## src/rtl/i2s_pkg.sv

```systemverilog
// Shared widths, frame sizing helper and the stereo sample type for the I2S output path.
package i2s_pkg;

    localparam int DEFAULT_DATA_W = 24;
    localparam int DEFAULT_SLOT_W = 32;

    function automatic int frame_bits(input int slot_w);
        return 2 * slot_w;
    endfunction

    typedef struct packed {
        logic [DEFAULT_DATA_W-1:0] left;
        logic [DEFAULT_DATA_W-1:0] right;
    } stereo_sample_t;

endpackage

```

## src/rtl/i2s_clk_gen.sv

```systemverilog
// BCLK divider: toggles bclk every BCLK_DIV clk cycles and flags the edge being produced.
module i2s_clk_gen #(
    parameter int BCLK_DIV = 4
) (
    input  logic clk,
    input  logic reset_n,
    output logic bclk,
    output logic bclk_rise,
    output logic bclk_fall
);

    localparam int CW = (BCLK_DIV > 2) ? $clog2(BCLK_DIV) : 1;

    logic [CW-1:0] cnt_q, cnt_d;
    logic          bclk_q, bclk_d;
    logic          wrap;

    assign wrap      = (cnt_q == CW'(BCLK_DIV - 1));
    // Strobes are combinational so the top acts on the same edge that toggles bclk.
    assign bclk_rise = wrap && !bclk_q;
    assign bclk_fall = wrap && bclk_q;
    assign bclk      = bclk_q;

    always_comb begin
        cnt_d  = wrap ? '0 : cnt_q + 1'b1;
        bclk_d = bclk_q ^ wrap;
    end

    always_ff @(posedge clk or negedge reset_n) begin
        if (!reset_n) begin
            cnt_q  <= '0;
            bclk_q <= 1'b0;
        end else begin
            cnt_q  <= cnt_d;
            bclk_q <= bclk_d;
        end
    end

endmodule

```

## src/rtl/i2s_transmitter.sv

```systemverilog
// I2S transmitter: stages one stereo frame via valid/ready and shifts it out MSB first,
// one bit per BCLK fall, reloading the shift register at every frame boundary.
module i2s_transmitter
    import i2s_pkg::*;
#(
    parameter int DATA_W   = DEFAULT_DATA_W,
    parameter int SLOT_W   = DEFAULT_SLOT_W,
    parameter int BCLK_DIV = 4
) (
    input  logic              clk,
    input  logic              reset_n,
    input  logic [DATA_W-1:0] left_data,
    input  logic [DATA_W-1:0] right_data,
    input  logic              valid,
    output logic              ready,
    output logic              bclk,
    output logic              lrck,
    output logic              sdata,
    output logic              underrun
);

    localparam int FRAME_W = frame_bits(SLOT_W);
    localparam int CNT_W   = $clog2(FRAME_W);
    localparam int PAD     = SLOT_W - DATA_W - 1;
    localparam logic [CNT_W-1:0] LAST = CNT_W'(FRAME_W - 1);

    typedef struct packed {
        logic [DATA_W-1:0] left;
        logic [DATA_W-1:0] right;
    } stage_t;

    logic               bclk_rise, bclk_fall;
    logic [CNT_W-1:0]   bit_cnt_q, bit_cnt_d;
    stage_t             stage_q, stage_d;
    logic               full_q, full_d;
    logic               ready_q;
    logic               lrck_q, lrck_d;
    logic               sdata_q, sdata_d;
    logic               underrun_q, underrun_d;
    logic [FRAME_W-1:0] shreg_q, shreg_d;
    logic [SLOT_W-1:0]  slot_l, slot_r;
    logic [FRAME_W-1:0] frame;
    logic               accept, boundary;

    i2s_clk_gen #(.BCLK_DIV(BCLK_DIV)) u_clk_gen (
        .clk      (clk),
        .reset_n  (reset_n),
        .bclk     (bclk),
        .bclk_rise(bclk_rise),
        .bclk_fall(bclk_fall)
    );

    assign accept   = valid && ready_q;
    assign boundary = bclk_fall && (bit_cnt_q == LAST);

    always_comb begin
        // Each slot: leading zero (one-bit delay), sample, zero padding.
        slot_l     = SLOT_W'(stage_q.left) << PAD;
        slot_r     = SLOT_W'(stage_q.right) << PAD;
        frame      = full_q ? {slot_l, slot_r} : '0;
        bit_cnt_d  = bit_cnt_q;
        lrck_d     = lrck_q;
        sdata_d    = sdata_q;
        shreg_d    = shreg_q;
        stage_d    = stage_q;
        full_d     = full_q;
        underrun_d = 1'b0;
        if (bclk_fall) begin
            bit_cnt_d = (bit_cnt_q == LAST) ? '0 : bit_cnt_q + 1'b1;
            lrck_d    = (bit_cnt_d >= CNT_W'(SLOT_W));
            if (boundary) begin
                sdata_d    = frame[FRAME_W-1];
                shreg_d    = {frame[FRAME_W-2:0], 1'b0};
                underrun_d = !full_q;
                full_d     = 1'b0;
            end else begin
                sdata_d = shreg_q[FRAME_W-1];
                shreg_d = {shreg_q[FRAME_W-2:0], 1'b0};
            end
        end
        // Accept only happens when staging is empty, so it never clobbers a frame the boundary needs.
        if (accept) begin
            stage_d = '{left: left_data, right: right_data};
            full_d  = 1'b1;
        end
    end

    always_ff @(posedge clk or negedge reset_n) begin
        if (!reset_n) begin
            bit_cnt_q  <= LAST;
            stage_q    <= '0;
            full_q     <= 1'b0;
            ready_q    <= 1'b1;
            lrck_q     <= 1'b1;
            sdata_q    <= 1'b0;
            underrun_q <= 1'b0;
            shreg_q    <= '0;
        end else begin
            bit_cnt_q  <= bit_cnt_d;
            stage_q    <= stage_d;
            full_q     <= full_d;
            ready_q    <= !full_d;
            lrck_q     <= lrck_d;
            sdata_q    <= sdata_d;
            underrun_q <= underrun_d;
            shreg_q    <= shreg_d;
        end
    end

    assign ready    = ready_q;
    assign lrck     = lrck_q;
    assign sdata    = sdata_q;
    assign underrun = underrun_q;

    a_one_edge: assert property (@(posedge clk) disable iff (!reset_n) !(bclk_rise && bclk_fall));

endmodule

```

## config.mk

```make
export PLATFORM = sky130hd
export DESIGN_NAME = i2s_transmitter
export DESIGN_NICKNAME = d
export VERILOG_FILES = /design/src/rtl/i2s_pkg.sv /design/src/rtl/i2s_clk_gen.sv /design/src/rtl/i2s_transmitter.sv
export SDC_FILE = /design/constraint.sdc
export NUM_CORES = 1
export LEC_CHECK = 0
export CORE_MARGIN = 3
export CORE_UTILIZATION = 55
export DETAILED_ROUTE_END_ITERATION = 6
export PLACE_DENSITY = 0.79
export SYNTH_ARGS = -nofsm -noshare
export SYNTH_HDL_FRONTEND = slang
export SYNTH_SLANG_ARGS = --single-unit
```

## constraint.sdc

```tcl
create_clock -name clk -period 2.6 [get_ports clk]
set_input_delay 0.65 -clock clk [delete_from_list [all_inputs] [get_ports clk]]
set_output_delay 0.65 -clock clk [all_outputs]
set_load 0.01 [all_outputs]
```

== After elaboration in Yosys (flattened, before gate mapping) ==
Cells that the tools add are included.
W data, S select, Z words.

* $add $sub $neg: 2
* Order comparisons: 1
* Equal/unequal tests: 2
* Muxes and demuxes: 10
* Bitwise logic cells: 1
* Reduce and logical (&&, ||, !) cells: 5

{| class="wikitable"
|+ Operators by type and width
! kind !! number
|-
| $mux W64 || 1
|-
| $mux W63 || 1
|-
| $add A6 B1 Y6 const B || 1
|-
| $eq A6 B6 Y1 const B || 1
|-
| $ge A6 B6 Y1 const B || 1
|-
| $mux W1 || 6
|-
| $mux W6 || 1
|-
| $logic_and A1 B1 Y1 || 3
|-
| $add A2 B1 Y2 const B || 1
|-
| $eq A2 B2 Y1 const B || 1
|-
| $logic_not A1 Y1 || 2
|-
| $mux W2 || 1
|-
| $xor A1 B1 Y1 || 1
|}

* Register bits: 126
* Bits of input ports: 51
* Output and inout bits: 5
* Word-level logic and storage cells: 32

== Depth between registers and ports, before layout ==
Gate-level depths: netlist (run 1).

* Depth after elaboration: 7
* Depth in mapped cells: 8

== Modules after synthesis ==
A second synthesis (run 1) with hierarchy kept.

* Cell total of the unflattened synthesis: 329
* Area total of the unflattened synthesis: 4,735.8 um^2

{| class="wikitable"
|+ By module, submodules not included
! module !! times used !! cells each !! area each (um^2)
|-
| i2s_transmitter || 1 || 319 || 4,605.7
|-
| i2s_clk_gen || 1 || 10 || 130.1
|}

== Worst setup path after synthesis (run 1) ==
OpenSTA, ideal clock, no wires.

* Kind: reg2reg
* From: register u_clk_gen.cnt_q[0]
* To: register shreg_q[44]
* Library setup time: 126 ps
* Data arrival time: 1,787 ps
* Data required time: 2,474 ps
* Setup slack: 687 ps
* Stages on the path, launching flop included: 9
* Buffers on the path: 3
* Period minus slack after synthesis: 1,913 ps
* Path through: dfrtp_1 > ha_1 > ha_1 > buf_2 > and2_4 > and3_1 > buf_4 > buf_4 > a221o_1

* Cells in the longest elaborated chain, start to end: 4

{| class="wikitable"
|+ RTL lines
! what !! line !! RTL
|-
| start: declaration || i2s_clk_gen.sv:14 || <nowiki>logic [CW-1:0] cnt_q, cnt_d;</nowiki>
|-
| start signal: assignment || i2s_clk_gen.sv:34 || <nowiki>cnt_q <= cnt_d;</nowiki>
|-
| $eq A2 B2 Y1 * || i2s_clk_gen.sv:18 || <nowiki>assign wrap = (cnt_q == CW'(BCLK_DIV - 1));</nowiki>
|-
| $logic_and A1 B1 Y1 * || i2s_clk_gen.sv:21 || <nowiki>assign bclk_fall = wrap && bclk_q;</nowiki>
|-
| net bclk_fall || i2s_transmitter.sv:32 || <nowiki>logic bclk_rise, bclk_fall;</nowiki>
|-
| $logic_and A1 B1 Y1 || i2s_transmitter.sv:54 || <nowiki>assign boundary = bclk_fall && (bit_cnt_q == LAST);</nowiki>
|-
| $mux W64 || i2s_transmitter.sv:71 || <nowiki>if (boundary) begin</nowiki>
|-
| end signal: assignment || i2s_transmitter.sv:106 || <nowiki>shreg_q <= shreg_d;</nowiki>
|-
| end: declaration || i2s_transmitter.sv:40 || <nowiki>logic [FRAME_W-1:0] shreg_q, shreg_d;</nowiki>
|}

Mark *: on every way through the listed nets, which the timed path passes. The rest lies on a longest branch.
A chain may end at the register's enable or synchronous reset.

== Final worst setup path (run 1) ==
* From: register u_clk_gen.cnt_q[0]
* To: register shreg_q[30]

Same word-level chain as after synthesis.

==> results of run 1 <==
## metal layers
metal | up-vias | routed length, um | global-route usage (%)
li1 | 1330 | - | -
met1 | 1531 | 4060 | 28.0
met2 | 78 | 4670 | 32.5
met3 | 10 | 378 | 6.44
met4 | 0 | 114 | 7.67
met5 | - | 0 | 0
## cell usage in the layout, fill, tap and decap left out
master and instances:
sky130_fd_sc_hd__ha_2 1, sky130_fd_sc_hd__and4_4 1, sky130_fd_sc_hd__nand2_1 2, sky130_fd_sc_hd__mux2_2 50, sky130_fd_sc_hd__bufinv_16 7, sky130_fd_sc_hd__clkdlybuf4s50_1 54
sky130_fd_sc_hd__a21oi_1 2, sky130_fd_sc_hd__a21boi_0 1, sky130_fd_sc_hd__dfrtp_1 110, sky130_fd_sc_hd__xor2_1 2, sky130_fd_sc_hd__and3_2 1, sky130_fd_sc_hd__nand3_1 2
sky130_fd_sc_hd__inv_6 1, sky130_fd_sc_hd__ha_1 2, sky130_fd_sc_hd__nor2b_1 47, sky130_fd_sc_hd__clkinvlp_4 1, sky130_fd_sc_hd__o21ai_0 2, sky130_fd_sc_hd__xnor2_1 1
sky130_fd_sc_hd__nand2_2 1, sky130_fd_sc_hd__buf_4 7, sky130_fd_sc_hd__dfstp_2 8, sky130_fd_sc_hd__clkinv_4 1, sky130_fd_sc_hd__or3_1 1, sky130_fd_sc_hd__and2_4 1
sky130_fd_sc_hd__clkbuf_8 4, sky130_fd_sc_hd__o31ai_1 1, sky130_fd_sc_hd__nand4_1 2, sky130_fd_sc_hd__a221o_1 47, sky130_fd_sc_hd__clkinv_2 2, sky130_fd_sc_hd__clkbuf_16 16
sky130_fd_sc_hd__a21oi_4 1, sky130_fd_sc_hd__a31oi_1 1, sky130_fd_sc_hd__buf_12 2, sky130_fd_sc_hd__inv_1 1, sky130_fd_sc_hd__a22o_1 11, sky130_fd_sc_hd__nor2_1 3
## cell families (layout without fill, tap and decap cells)
group           after synthesis  in the layout
mux                          50             50
fa+ha+maj                     3              3
simple gates                 61             61
flops                       118            118
buf+inv                      24             96
compound gates               66             66
xor+xnor                      3              3
## cell type report
type	count	share of cell area (%)
Sequential cell	118	48.9
Multi-Input combinational cell	183	26.9
Timing Repair Buffer	63	10.4
Clock buffer	20	7.51
Clock inverter	12	4.05
Tap cell	105	2.17
Inverter	1	0.0619
## worst max-delay path: cells and delay by family, from the launching register on
kind                       cells  cell delay (ns)
AOI/OAI and AO/OA              1             0.28
adders and majority gates      2             0.57
DFF                            1             0.35
and+or+nand+nor                2             1.04
## synthesized netlist by cell type
cell type,number
sky130_fd_sc_hd__or3_1,1
sky130_fd_sc_hd__and3_1,1
sky130_fd_sc_hd__nor2b_1,47
sky130_fd_sc_hd__mux2_2,50
sky130_fd_sc_hd__o31ai_1,1
sky130_fd_sc_hd__a221o_1,47
sky130_fd_sc_hd__inv_1,1
sky130_fd_sc_hd__a21oi_2,1
sky130_fd_sc_hd__buf_6,3
sky130_fd_sc_hd__and2_4,1
sky130_fd_sc_hd__nand2_1,3
sky130_fd_sc_hd__ha_1,3
sky130_fd_sc_hd__a21oi_1,2
sky130_fd_sc_hd__and4_4,1
sky130_fd_sc_hd__nor2_1,3
sky130_fd_sc_hd__nand4_1,2
sky130_fd_sc_hd__dfstp_2,8
sky130_fd_sc_hd__nand3_1,2
sky130_fd_sc_hd__buf_4,3
sky130_fd_sc_hd__xnor2_1,1
sky130_fd_sc_hd__buf_2,6
sky130_fd_sc_hd__a21boi_0,1
sky130_fd_sc_hd__xor2_1,2
sky130_fd_sc_hd__a22o_1,11
sky130_fd_sc_hd__dfrtp_1,110
sky130_fd_sc_hd__a31oi_1,1
sky130_fd_sc_hd__clkbuf_1,11
sky130_fd_sc_hd__o21ai_0,2
## final timing paths
check | to | startpoint | slack (ns) | depth (start not counted)
hold / removal | slot_r[27]$_DFFE_PN0P_ | reset_n | 0.14 | 1
setup reg to reg | shreg_q[30]$_DFFE_PN0P_ | u_clk_gen.cnt_q[0]$_DFF_PN0_ | 0.27 | 5
max in group asynchronous | bit_cnt_q[0]$_DFFE_PN1P_ | reset_n | 1.76 | 2
min in group clk | u_clk_gen.cnt_q[0]$_DFF_PN0_ | u_clk_gen.cnt_q[0]$_DFF_PN0_ | 0.44 | 1
setup / recovery | shreg_q[30]$_DFFE_PN0P_ | u_clk_gen.cnt_q[0]$_DFF_PN0_ | 0.27 | 5
hold reg to reg | u_clk_gen.cnt_q[0]$_DFF_PN0_ | u_clk_gen.cnt_q[0]$_DFF_PN0_ | 0.44 | 1
## sequential cells by signal, summed over array words and instances (netlist names), 2 cells and up
register         count
bit_cnt_q            6
slot_l              24
slot_r              24
u_clk_gen.cnt_q      2
shreg_q             56
## power by group through the flow
| stage | Sequential, mW | Combinational (mW) | Clock (mW) |
|---|---|---|---|
| 4_1_cts | 2.21 | 0.379 | 2.77 |
| 2_1_floorplan | 2.18 | 0.220 | 0 |
| 3_3_place_gp | 2.22 | 0.355 | 0 |
| 5_1_grt | 2.23 | 0.408 | 2.86 |
| 3_5_place_dp | 2.23 | 0.374 | 0 |
| 6_report | 2.21 | 0.369 | 2.74 |
==> impl_summary.md, run 1 <==
Run status
The flow ran to the end, and the final reports show no timing, DRC or antenna violations.

Yosys
The count of yosys warnings during synthesis is 0. The top cell type by total area after synthesis is sky130_fd_sc_hd__dfrtp_1. Synthesis inferred 118 register bits. The fraction of the mapped netlist area in simple logic gates is 7.89%. In the post-synthesis netlist, the biggest area contributors are sky130_fd_sc_hd__dfrtp_1 (58%), sky130_fd_sc_hd__mux2_2 (12%), sky130_fd_sc_hd__a221o_1 (10%). The synthesized netlist net count is 379. The post-synthesis instance area is 4710 um^2. The portion of synthesized cell area occupied by the leading cell type is 58.4%. After synthesis, the largest family of logic cells by area is compound AO/OA/AOI/OAI gates. The post-synthesis xor/xnor area fraction is 0.558%. The post-synthesis compound-gate area fraction is 13.1%.

The arithmetic-cell share of the synthesized area counting full adders, half adders and majority gates is less than 1%. Measured against the total synthesized area, the mux share comes to 12.0%. Synthesis produced a netlist whose cell count is ~330. The part of the Yosys area used for sequential elements is 62.9%. A synthesized cell averages around 14 um^2. The count of cell types in the netlist is 28.

Clock network
Buffers inserted during clock tree synthesis total 17. The number of sinks handled by clock tree synthesis is approximately 120. The post-cts repair resize count is 0. TritonCTS built the clock tree.

CTS placed an instance of sky130_fd_sc_hd__clkbuf_8 at the clock tree root. Clock-pin slew was measured on the worst setup and hold paths at 0.06 ns. The hold-fix buffer count after cts is 0. The number of setup buffers added after CTS is 0.

At the later pin of the worst-skew pair, clock insertion delay measures 0.51 ns. In this run the number of H-tree levels came out at 4. The maximum buffer depth of the clock tree is 2.

Pwr
The completed layout was analyzed and its total power is 5.31 mW. The internal power of the cells totals 4.24 mW. The power spent charging and discharging nets is 1.07 mW.

The share of power burned in combinational logic is ~6.9%. For this design the static power due to leakage is 2.77 nW. For this design the ratio of total power to cell area is 877 nW/um^2. Across the VDD grid, the largest voltage drop is 0.000609 V. The share of total power consumed by net switching is approximately a fifth. Of the total power, the clock network draws about half.

The portion of total power attributed to sequential cells is between 40% and 50%.

STA
The hold violation total from the final report came to 0. The setup slack of the critical path after layout is 0.273 ns. The worst slack on hold paths is 0.138 ns. The number of max-slew violations in the final report is 0. The peak clock frequency supported by timing is 0.430 GHz.

The total negative slack for setup checks is 0 ns. The post-route clock period utilization is 89.5%. The final setup violation count is 0. Between clock sinks in the finished design, the worst skew comes to between 0.007 and 0.008 ns.

The post-route minimum period is 2.33 ns. For the pin with the worst max-slew slack, the measured transition is 0.930 ns. Setup repair after global routing left no endpoint under its margin. Headroom to the max-slew limit came out at 38.0%.

Layout
Summing all multi-input logic gate instances after layout gives 1630 um^2. The post-route netlist has 26.4% of its cells at a drive strength greater than 1. The number of diodes added for antenna fixing is 0. After routing the design area is 6060 um^2. The non-filler instance count after layout is around 500. After filler insertion, the fill cell instance count of the layout stands at 528.

In the final design database the tool counted 438 nets. The share of the core filled with cells is ~73%. Across the whole layout, storage elements account for just under 3000 um^2. Relative to the synthesized area, the layout overhead comes to 28.7%.

Detailed routing
In the final routed layout, each cell accounts on average for 18.4 um. In the routed layout, each cell is associated on average with a via count of between 5 and 6. The count of antenna-violating nets left after detailed routing is 0. The number of design-rule violations left by the first detailed-router iteration is 250.

The number of search-and-repair iterations in the first detailed-routing pass is 4. For this run, design rule violations remaining after detail routing come to 0. The final wirelength is 9220 um. The via count of the routed design is 2949.

Worst setup path
For this run, the slowest stage of the critical path takes about 0.8 ns. On the critical path, the stage with the largest delay is an instance of sky130_fd_sc_hd__and3_2. Walking the worst path, the cells encountered are ha_1 > ha_2 > and2_4 > and3_2 > a221o_1. At the worst endpoint, the arrival time is between 2 and 3 ns.

For the worst setup path, the data required time is 3.04 ns. The worst setup path is launched from a flip-flop. The worst setup path is captured at a flip-flop. Along the worst path, the maximum fanout reaches 48. The critical path class is flip-flop to flip-flop.

Placement
In this run the tool buffered the top-level ports with 55 buffer cells. After detailed placement, the design holds a cell count of 470. Summed over all nets, the half-perimeter wirelength after detailed placement is between 5000 and 6000 um. After detailed placement, the total cell area comes to 5360 um^2. At the end of routability-driven placement, the weighted congestion stood at 0.739. The pre-CTS worst setup slack is 0.323 ns.

GRT
The largest net degree at the start of global routing is 50. The global router's overall resource usage is 20.9%. The number of global-route vias before repair is 3119. The number of antenna violations at the first check in global routing is 0. The wire length of the first global-routing pass is 15700 um. The leftover overflow at the end of global routing is 0.

Min path
The class of the tightest hold or removal check is primary input to asynchronous set/reset pin.

Die
The x dimension of the die is 98.5 um. The height of the die is 98.5 um. The initial standard-cell utilization of the core is 57.0%. The number of placement rows is 33. The core footprint is 8260 um^2. The full die area is 9710 um^2.

The number of placed I/O pins is 56.

Job
Max-cap violations in this run came to 0.
(Power assumes the default switching activity.)
==> run 2: changes to the inputs <==
Settings changed: CTS_CLUSTER_DIAMETER from default to 80.
==> results of run 2 <==
Same layout as run 1: the final DEF is identical, and so are final timing and power.
==> run 3: changes to the inputs <==
Settings changed: CAP_MARGIN from default to 40.
==> results of run 3 <==
Same layout as run 1: the final DEF is identical, and so are final timing and power.
